<file path="config.mk">
export PLATFORM = sky130hd
export DESIGN_NAME = calc_param
export DESIGN_NICKNAME = d
export VERILOG_FILES = /design/src/rtl/calc_pkg.sv /design/src/rtl/calc_muldiv.sv /design/src/rtl/calc_param.sv
export SDC_FILE = /design/constraint.sdc
export NUM_CORES = 1
export LEC_CHECK = 0
export BUFFER_PORTS_ARGS = -buffer_cell sky130_fd_sc_hd__buf_2
export CORE_MARGIN = 5
export CORE_UTILIZATION = 45
export CTS_CLUSTER_DIAMETER = 60
export DETAILED_ROUTE_END_ITERATION = 16
export PLACE_DENSITY = 0.66
export SETUP_SLACK_MARGIN = 0.02
export SLEW_MARGIN = 20
export SYNTH_ARGS = -nofsm -noshare
export SYNTH_HDL_FRONTEND = slang
export SYNTH_HIERARCHICAL = 1
export SYNTH_SLANG_ARGS = --single-unit
</file>
<file path="constraint.sdc">
create_clock -name clock -period 13.3 [get_ports clock]
set_input_delay 2.66 -clock clock [delete_from_list [all_inputs] [get_ports clock]]
set_output_delay 2.66 -clock clock [all_outputs]
set_load 0.01 [all_outputs]
</file>
<file path="src/rtl/calc_pkg.sv">
// calc_pkg: status codes, command codes, state encoding and limits for calc_param
package calc_pkg;
  localparam logic [1:0] ST_ERR = 2'b00, ST_BUSY = 2'b01, ST_READY = 2'b10;
  localparam logic [3:0] CMD_ADD = 4'hA, CMD_SUB = 4'hB, CMD_MUL = 4'hC, CMD_DIV = 4'hD, CMD_EQ = 4'hE, CMD_BKSP = 4'hF;
  typedef enum logic [2:0] {S_A, S_B, S_MUL, S_DIV, S_ERR} calc_state_t;
  function automatic longint unsigned max_val(input int ndig);
    longint unsigned m = 1;
    for (int i = 0; i < ndig; i++) m = m * 10;
    return m - 1;
  endfunction
endpackage

</file>
<file path="src/rtl/calc_muldiv.sv">
// calc_muldiv: shared sequential shift-add multiplier / restoring divider, W iterations per op
module calc_muldiv #(
  parameter int W = 27,
  parameter logic [W-1:0] MAXV = '1
) (
  input  logic         clk,
  input  logic         rst,
  input  logic         start,
  input  logic         op_div,
  input  logic [W-1:0] a,
  input  logic [W-1:0] b,
  output logic         done,
  output logic         ovf,
  output logic [W-1:0] result
);
  localparam int CW = $clog2(W);
  logic busy_q, busy_d, div_q, div_d, ovf_q, ovf_d, ge;
  logic [CW-1:0] cnt_q, cnt_d;
  logic [W-1:0] acc_q, acc_d, x_q, x_d, y_q, y_d;
  logic [W+1:0] sum;
  logic [W:0] rem, diff;
  // one iteration per cycle: MSB-first accumulate (mul) or shift-and-subtract (div); done/result reflect the final step
  always_comb begin
    busy_d = busy_q;
    div_d = div_q;
    ovf_d = ovf_q;
    cnt_d = cnt_q;
    acc_d = acc_q;
    x_d = x_q;
    y_d = y_q;
    sum = {1'b0, acc_q, 1'b0} + (x_q[W-1] ? {2'b00, y_q} : {(W+2){1'b0}});
    rem = {acc_q, x_q[W-1]};
    diff = rem - {1'b0, y_q};
    ge = rem >= {1'b0, y_q};
    done = busy_q && cnt_q == CW'(W-1);
    if (start) begin
      busy_d = 1'b1;
      div_d = op_div;
      ovf_d = 1'b0;
      cnt_d = '0;
      acc_d = '0;
      x_d = op_div ? a : b;
      y_d = op_div ? b : a;
    end else if (busy_q) begin
      cnt_d = cnt_q + 1'b1;
      busy_d = !done;
      x_d = {x_q[W-2:0], div_q && ge};
      if (div_q) acc_d = ge ? diff[W-1:0] : rem[W-1:0];
      else if (sum > {2'b00, MAXV}) ovf_d = 1'b1;
      else acc_d = sum[W-1:0];
    end
    ovf = ovf_d;
    result = div_q ? x_d : acc_d;
  end
  // operand and iteration registers
  always_ff @(posedge clk)
    if (rst) begin
      busy_q <= 1'b0;
      div_q <= 1'b0;
      ovf_q <= 1'b0;
      cnt_q <= '0;
      acc_q <= '0;
      x_q <= '0;
      y_q <= '0;
    end else begin
      busy_q <= busy_d;
      div_q <= div_d;
      ovf_q <= ovf_d;
      cnt_q <= cnt_d;
      acc_q <= acc_d;
      x_q <= x_d;
      y_q <= y_d;
    end
endmodule

</file>
<file path="src/rtl/calc_param.sv">
// calc_param: decimal entry calculator with signed sub, overflow, mul/div and serial digit scan-out
module calc_param
  import calc_pkg::*;
#(
  parameter int NDIG = 8,
  parameter int W = 27,
  parameter bit ENABLE_DIV = 1'b1
) (
  input  logic                    clock,
  input  logic                    reset,
  input  logic [3:0]              cmd,
  input  logic                    cmd_valid,
  output logic [1:0]              status,
  output logic [3:0]              data,
  output logic [$clog2(NDIG)-1:0] pos,
  output logic                    data_valid,
  output logic                    neg
);
  localparam int PW = $clog2(NDIG);
  localparam longint unsigned MAXL = max_val(NDIG);
  localparam logic [W-1:0] MAXV = W'(MAXL);
  localparam logic [W-1:0] TEN = W'(10);
  if ((65'd1 << W) <= 65'(MAXL)) begin : g_w_check
    $error("W too narrow to hold NDIG decimal digits");
  end
  calc_state_t state_q, state_d;
  logic [W-1:0] entry_q, entry_d, a_q, a_d, sc_q, sc_d, base, md_res;
  logic [3:0] op_q, op_d;
  logic [PW-1:0] pos_q, pos_d;
  logic neg_q, neg_d, res_q, res_d, scan_q, scan_d, pend_q, pend_d;
  logic go, accept, is_dig, is_op, bad_op, md_start, md_done, md_ovf;
  logic [W+3:0] app;
  logic [W:0] sum;
  calc_muldiv #(.W(W), .MAXV(MAXV)) u_md (
    .clk(clock), .rst(reset), .start(md_start), .op_div(op_q == CMD_DIV),
    .a(a_q), .b(entry_q), .done(md_done), .ovf(md_ovf), .result(md_res)
  );
  // command decode, state transitions, arithmetic and scan sequencing
  always_comb begin
    status = state_q == S_ERR ? ST_ERR
           : (scan_q || pend_q || state_q == S_MUL || state_q == S_DIV) ? ST_BUSY : ST_READY;
    data_valid = scan_q;
    pos = pos_q;
    data = scan_q ? 4'(sc_q % TEN) : 4'd0;
    neg = neg_q;
    accept = status == ST_READY && cmd_valid;
    is_dig = cmd <= 4'd9;
    bad_op = cmd == CMD_DIV && !ENABLE_DIV;
    is_op = cmd == CMD_ADD || cmd == CMD_SUB || cmd == CMD_MUL || (cmd == CMD_DIV && ENABLE_DIV);
    base = res_q ? {W{1'b0}} : entry_q;
    app = {4'b0000, base} * (W+4)'(10) + (W+4)'(cmd);
    sum = {1'b0, a_q} + {1'b0, entry_q};
    state_d = state_q;
    entry_d = entry_q;
    a_d = a_q;
    op_d = op_q;
    neg_d = neg_q;
    res_d = res_q;
    md_start = 1'b0;
    go = pend_q;
    pend_d = 1'b0;
    if (accept) begin
      if (is_dig) begin
        if (app <= {4'b0000, MAXV}) begin
          entry_d = app[W-1:0];
          neg_d = neg_q && !res_q;
          res_d = 1'b0;
          go = 1'b1;
        end
      end else if (cmd == CMD_BKSP) begin
        entry_d = entry_q / TEN;
        go = 1'b1;
      end else if (is_op || bad_op) begin
        if (state_q == S_A && is_op && !neg_q) begin
          a_d = entry_q;
          op_d = cmd;
          entry_d = '0;
          res_d = 1'b0;
          go = 1'b1;
          state_d = S_B;
        end else state_d = S_ERR;
      end else if (state_q == S_B) begin
        if (op_q == CMD_MUL || op_q == CMD_DIV) begin
          md_start = !(op_q == CMD_DIV && entry_q == '0);
          state_d = op_q == CMD_MUL ? S_MUL : md_start ? S_DIV : S_ERR;
        end else if (op_q == CMD_ADD && sum > {1'b0, MAXV}) state_d = S_ERR;
        else begin
          entry_d = op_q == CMD_ADD ? sum[W-1:0] : a_q >= entry_q ? a_q - entry_q : entry_q - a_q;
          neg_d = op_q == CMD_SUB && a_q < entry_q;
          res_d = 1'b1;
          go = 1'b1;
          state_d = S_A;
        end
      end
    end
    if (md_done) begin
      state_d = md_ovf ? S_ERR : S_A;
      entry_d = md_res;
      neg_d = 1'b0;
      res_d = 1'b1;
      go = !md_ovf;
    end
    scan_d = scan_q;
    pos_d = pos_q;
    sc_d = sc_q;
    if (go) begin
      scan_d = 1'b1;
      pos_d = '0;
      sc_d = entry_d;
    end else if (scan_q) begin
      sc_d = sc_q / TEN;
      pos_d = pos_q + 1'b1;
      if (pos_q == PW'(NDIG-1)) begin
        scan_d = 1'b0;
        pos_d = '0;
      end
    end
  end
  // state and datapath registers; reset arms the initial scan of 0
  always_ff @(posedge clock)
    if (reset) begin
      state_q <= S_A;
      entry_q <= '0;
      a_q <= '0;
      op_q <= 4'h0;
      neg_q <= 1'b0;
      res_q <= 1'b0;
      scan_q <= 1'b0;
      pend_q <= 1'b1;
      pos_q <= '0;
      sc_q <= '0;
    end else begin
      state_q <= state_d;
      entry_q <= entry_d;
      a_q <= a_d;
      op_q <= op_d;
      neg_q <= neg_d;
      res_q <= res_d;
      scan_q <= scan_d;
      pend_q <= pend_d;
      pos_q <= pos_d;
      sc_q <= sc_d;
    end
endmodule
</file>
==> results.txt <==
- Counting flops and latches in the post-synthesis netlist gives 184.
* Global-route wire length before repair: around 140 mm
- Unrepaired setup endpoints after global routing: false
- The path class of the tightest hold or removal check is reg2reg.
- The first detailed-routing pass ran for 6 iterations.
- Sequential cells account for between 10% and 20% of the total power.
- Crit path capture type: output port
- Peak supply drop: roughly 0.00033 V
- Pins over their slew limit: 0
- Setup violations remaining at the end of the flow were counted as 0.
* Startpoint types: flop
- The detail route stage leaves a number of antenna-violating nets equal to 0.
* Yosys Warn Count: 6
- For this run, the top clock speed supported by timing is between 70 and 80 MHz.
- Adding up every negative setup slack in the final design gives 0 ns.
- In this run the core area contains 89 standard-cell rows.
- WS Path Type: reg2out
- H-tree levels: 4
- The clock passes through at most 2 buffers.
- Syn avg cell area: about 7 um2
- The floorplan step defined a core boundary enclosing approximately 60000 um2.
* Crit-path max FO: 17
- Per report_power, the clock group accounts for 11.9% of the total.
- For this configuration, the core starts out at a cell density of a little under half.
* Final layout net count: just under 4000
* Overall routed net length: 90.1 mm
* Tcrit/Tclk final: between 90 and 100%
- Yosys mapped a number of flops with a built-in enable equal to 0.
* Endpoints failing hold: 0
- Synthesized instance count: slightly below 4000
- Clock latency at the later pin of the worst-skew pair: approximately 0.47 ns
- For this run, asynchronously set or reset flops after synthesis account for 0%.
- Pin placement for this block handled 18 I/O pins.
- Die width: between 200 and 300 um
- TritonCTS built the clock tree.
- Remaining routing DRC violations: 0
- Final HPWL from detailed placement: 67.7 mm
* Post-layout minimum cycle time: about 13 ns
* Antenna violations before repair: 0
- Detailed routing inserted a total of 29100 vias.
- For this run, the register share of the synthesized area comes to between 10% and 20%.
- Largest area contributor in the netlist: dfxtp_1
- Dividing total power by cell area gives a power density of approximately 160 nW/um2.
- Counting every net in the synthesized netlist gives roughly 4100.
- After clock tree synthesis, the clock-pin slew on the worst setup and hold paths is around 0.070 ns.
- Ys flop type: dfxtp_1
- Cell area after synthesis: between 20000 and 30000 um2
- Pin count of the biggest net entering global routing: 67
- Number of unique standard cell types used by synthesis: approximately 130
- In this run the tool buffered the top-level ports with 17 buffer cells.
- Net Sw Power: ~2300 uW
- Vertical die dimension: 254 um
- Final weighted congestion in routability-driven placement: about 1.0
* Worst hold slack across all endpoints: ~0.48 ns
- The via count of the first global-routing pass was around 26000.
- Layout cell share with drive strength beyond 1: slightly below 8%
- Delay contributed by the slowest stage of the critical path: 0.44 ns
* Final routed wire length divided by cell count: between 20 and 25 um
- Setup slack closes at 0.585 ns.
* Clock sink count: approximately 180
* Synth top area cells: dfxtp_1 (14%), ha_1 (9.0%), a21oi_1 (6.7%)
- Growth of design area from synthesis to finish: 4.72%
- Internal: 2130 uW
- Mean number of vias per cell: 6.49
* Synth top area share: ~14%
- Summing all placed instances gives a cell area of between 20000 and 30000 um2.
- After global routing the overflow that remains totals 0.
- Switching share of total power: a little over half
- Required time at the endpoint of the critical path: between 10 and 15 ns
- At the placement stage, the worst setup path has a slack of approximately 0.39 ns.
- For this design, the slowest cell found on the critical path is o41a_1.
- Worst rel slew slack: between 20% and 30%
- Largest delay share family, worst path: compound AO/OA/AOI/OAI gates
- Global routing used between 20% and 30% of the available tracks across all layers.
- Finished Cell Area: about 28000 um2
- Die area: 64500 um2
* Outcome: complete, no violations
- CTS buffer count: 17
- For the pin with the worst max-slew slack, the measured transition is 1.10 ns.
- Across the run, the number of max-cap violations was 0.
- Arrival time of data at the critical path endpoint: about 10 ns
- The number of antenna diodes in the final layout is 0.
- Clock skew on the completed layout was measured at between 0.02 and 0.025 ns.
- For this block, the initial DRC count from the detailed router was ~3500.
* Logic gate share of total power: between 70% and 80%
- The cell sitting at the root of the clock tree is a clkbuf_16.
- Counting both buffers and inverters, the worst setup path holds a total of 5.
- Cells fill 47.5% of the core in the end.
- The analysis attributes to cell leakage a power of ~0.011 uW.
- By instance count, the cell type seen most on the critical path is a21oi_1.
-- routing by layer --
layer,GRT usage (%),vias to the layer above,part of all wire [%],wire length (um)
met3,2.63,141,8.1,7260
met4,7.64,0,2.6,2330
met1,39.3,13600,46,41200
li1,-,14000,-,-
met5,0,-,0,0
met2,40.7,1304,44,39300
-- synth_stat cells, drive strengths merged (102+ instances only) --
cell      n
o21ai   268
nor3    102
clkbuf  203
a21oi   363
mux2i   113
dfxtp   184
nor2    377
ha      192
a211oi  107
nand2   383
inv     170
nand3   129
-- path summary, 6_finish.rpt --
kind,startpoint,endpoint,slack [ns],cells after the start
max reg2reg,entry_q[22]$_SDFF_PP0_,sc_q[0]$_SDFFE_PP0P_,2.04,32
min reg2reg,op_q[2]$_SDFFE_PP0P_,op_q[2]$_SDFFE_PP0P_,0.48,2
min,op_q[2]$_SDFFE_PP0P_,op_q[2]$_SDFFE_PP0P_,0.48,2
max,sc_q[25]$_SDFFE_PP0P_,data[1],0.59,38
-- layout by cell type (no fill, tap or decap), drive strengths merged, types with 36 or more instances in the layout --
master and instances:
nor3 102, nor2 377, inv 179, nand2 383, xnor2 91, nor2b 61, o21ai 268, a31oi 36
mux2i 113, nand2b 39, a21o 59, nand3 129, xor2 51, buf 98, ha 192, o211ai 56
a211oi 107, a21oi 363, nand4 43, o21bai 40, dfxtp 184
-- sequential cells by signal, indices dropped and copies added (netlist names) --
register and count:
op_q 4, pos 3, u_md/x_q 27, data_valid 1, a_q 27, sc_q 27
entry_q 27, u_md/busy_q 1, pend_q 1, u_md/acc_q 27, res_q 1, u_md/y_q 27
u_md/cnt_q 5, neg 1, u_md/ovf_q 1, state_q 3, u_md/div_q 1
-- power groups by stage --
stage                     combinational (uW)  sequential (uW)  clock (uW)
after floorplan                         2570              594           0
after global placement                  3120              625           0
after detailed placement                3120              624           0
after CTS                               3140              612         535
after global routing                    3610              618         556
final                                   3300              614         531
-- worst min-delay path, delay by kind of cell, from the launching register on --
kind	cells	cell delay [ns]
AOI/OAI and AO/OA	1	0.05
DFF	1	0.32
and+or+nand+nor	1	0.06
-- through the flow --
step                      power (uW)  std cells
after floorplan                 3160       3855
after global placement          3740       4436
after detailed placement        3750       4436
after CTS                       4290       4468
after global routing            4790       4477
final                           4450       4477
-- cell families (layout without fill, tap and decap cells) --
group	after synthesis	count (layout)	synth area share (%)
compound gates	1370	1370	35.1
xor+xnor	142	142	4.70
fa+ha+maj	204	204	9.70
buf+inv	472	321	7.17
flops	184	184	13.7
mux	141	141	5.45
simple gates	1342	1342	24.1
-- cell type report --
class                           instances  area, um2
Clock buffer                           18        439
Clock inverter                         14        153
Fill cell                            6059      31000
Inverter                              191        717
Multi-Input combinational cell       3199      21400
Sequential cell                       184       3690
Tap cell                              773        967
Timing Repair Buffer                   98        696
-- timing repair --
| action | 4_1_cts | 5_1_grt |
|---|---|---|
| hold buffers | 0 | 0 |
| setup buffers | 0 | 9 |
| resized for setup | 1 | 35 |
| pin swaps | 0 | 2 |
| endpoints found under the setup margin | 1 | 3 |
| gates cloned | 0 | 0 |
Power figures use the tool's default switching activity.
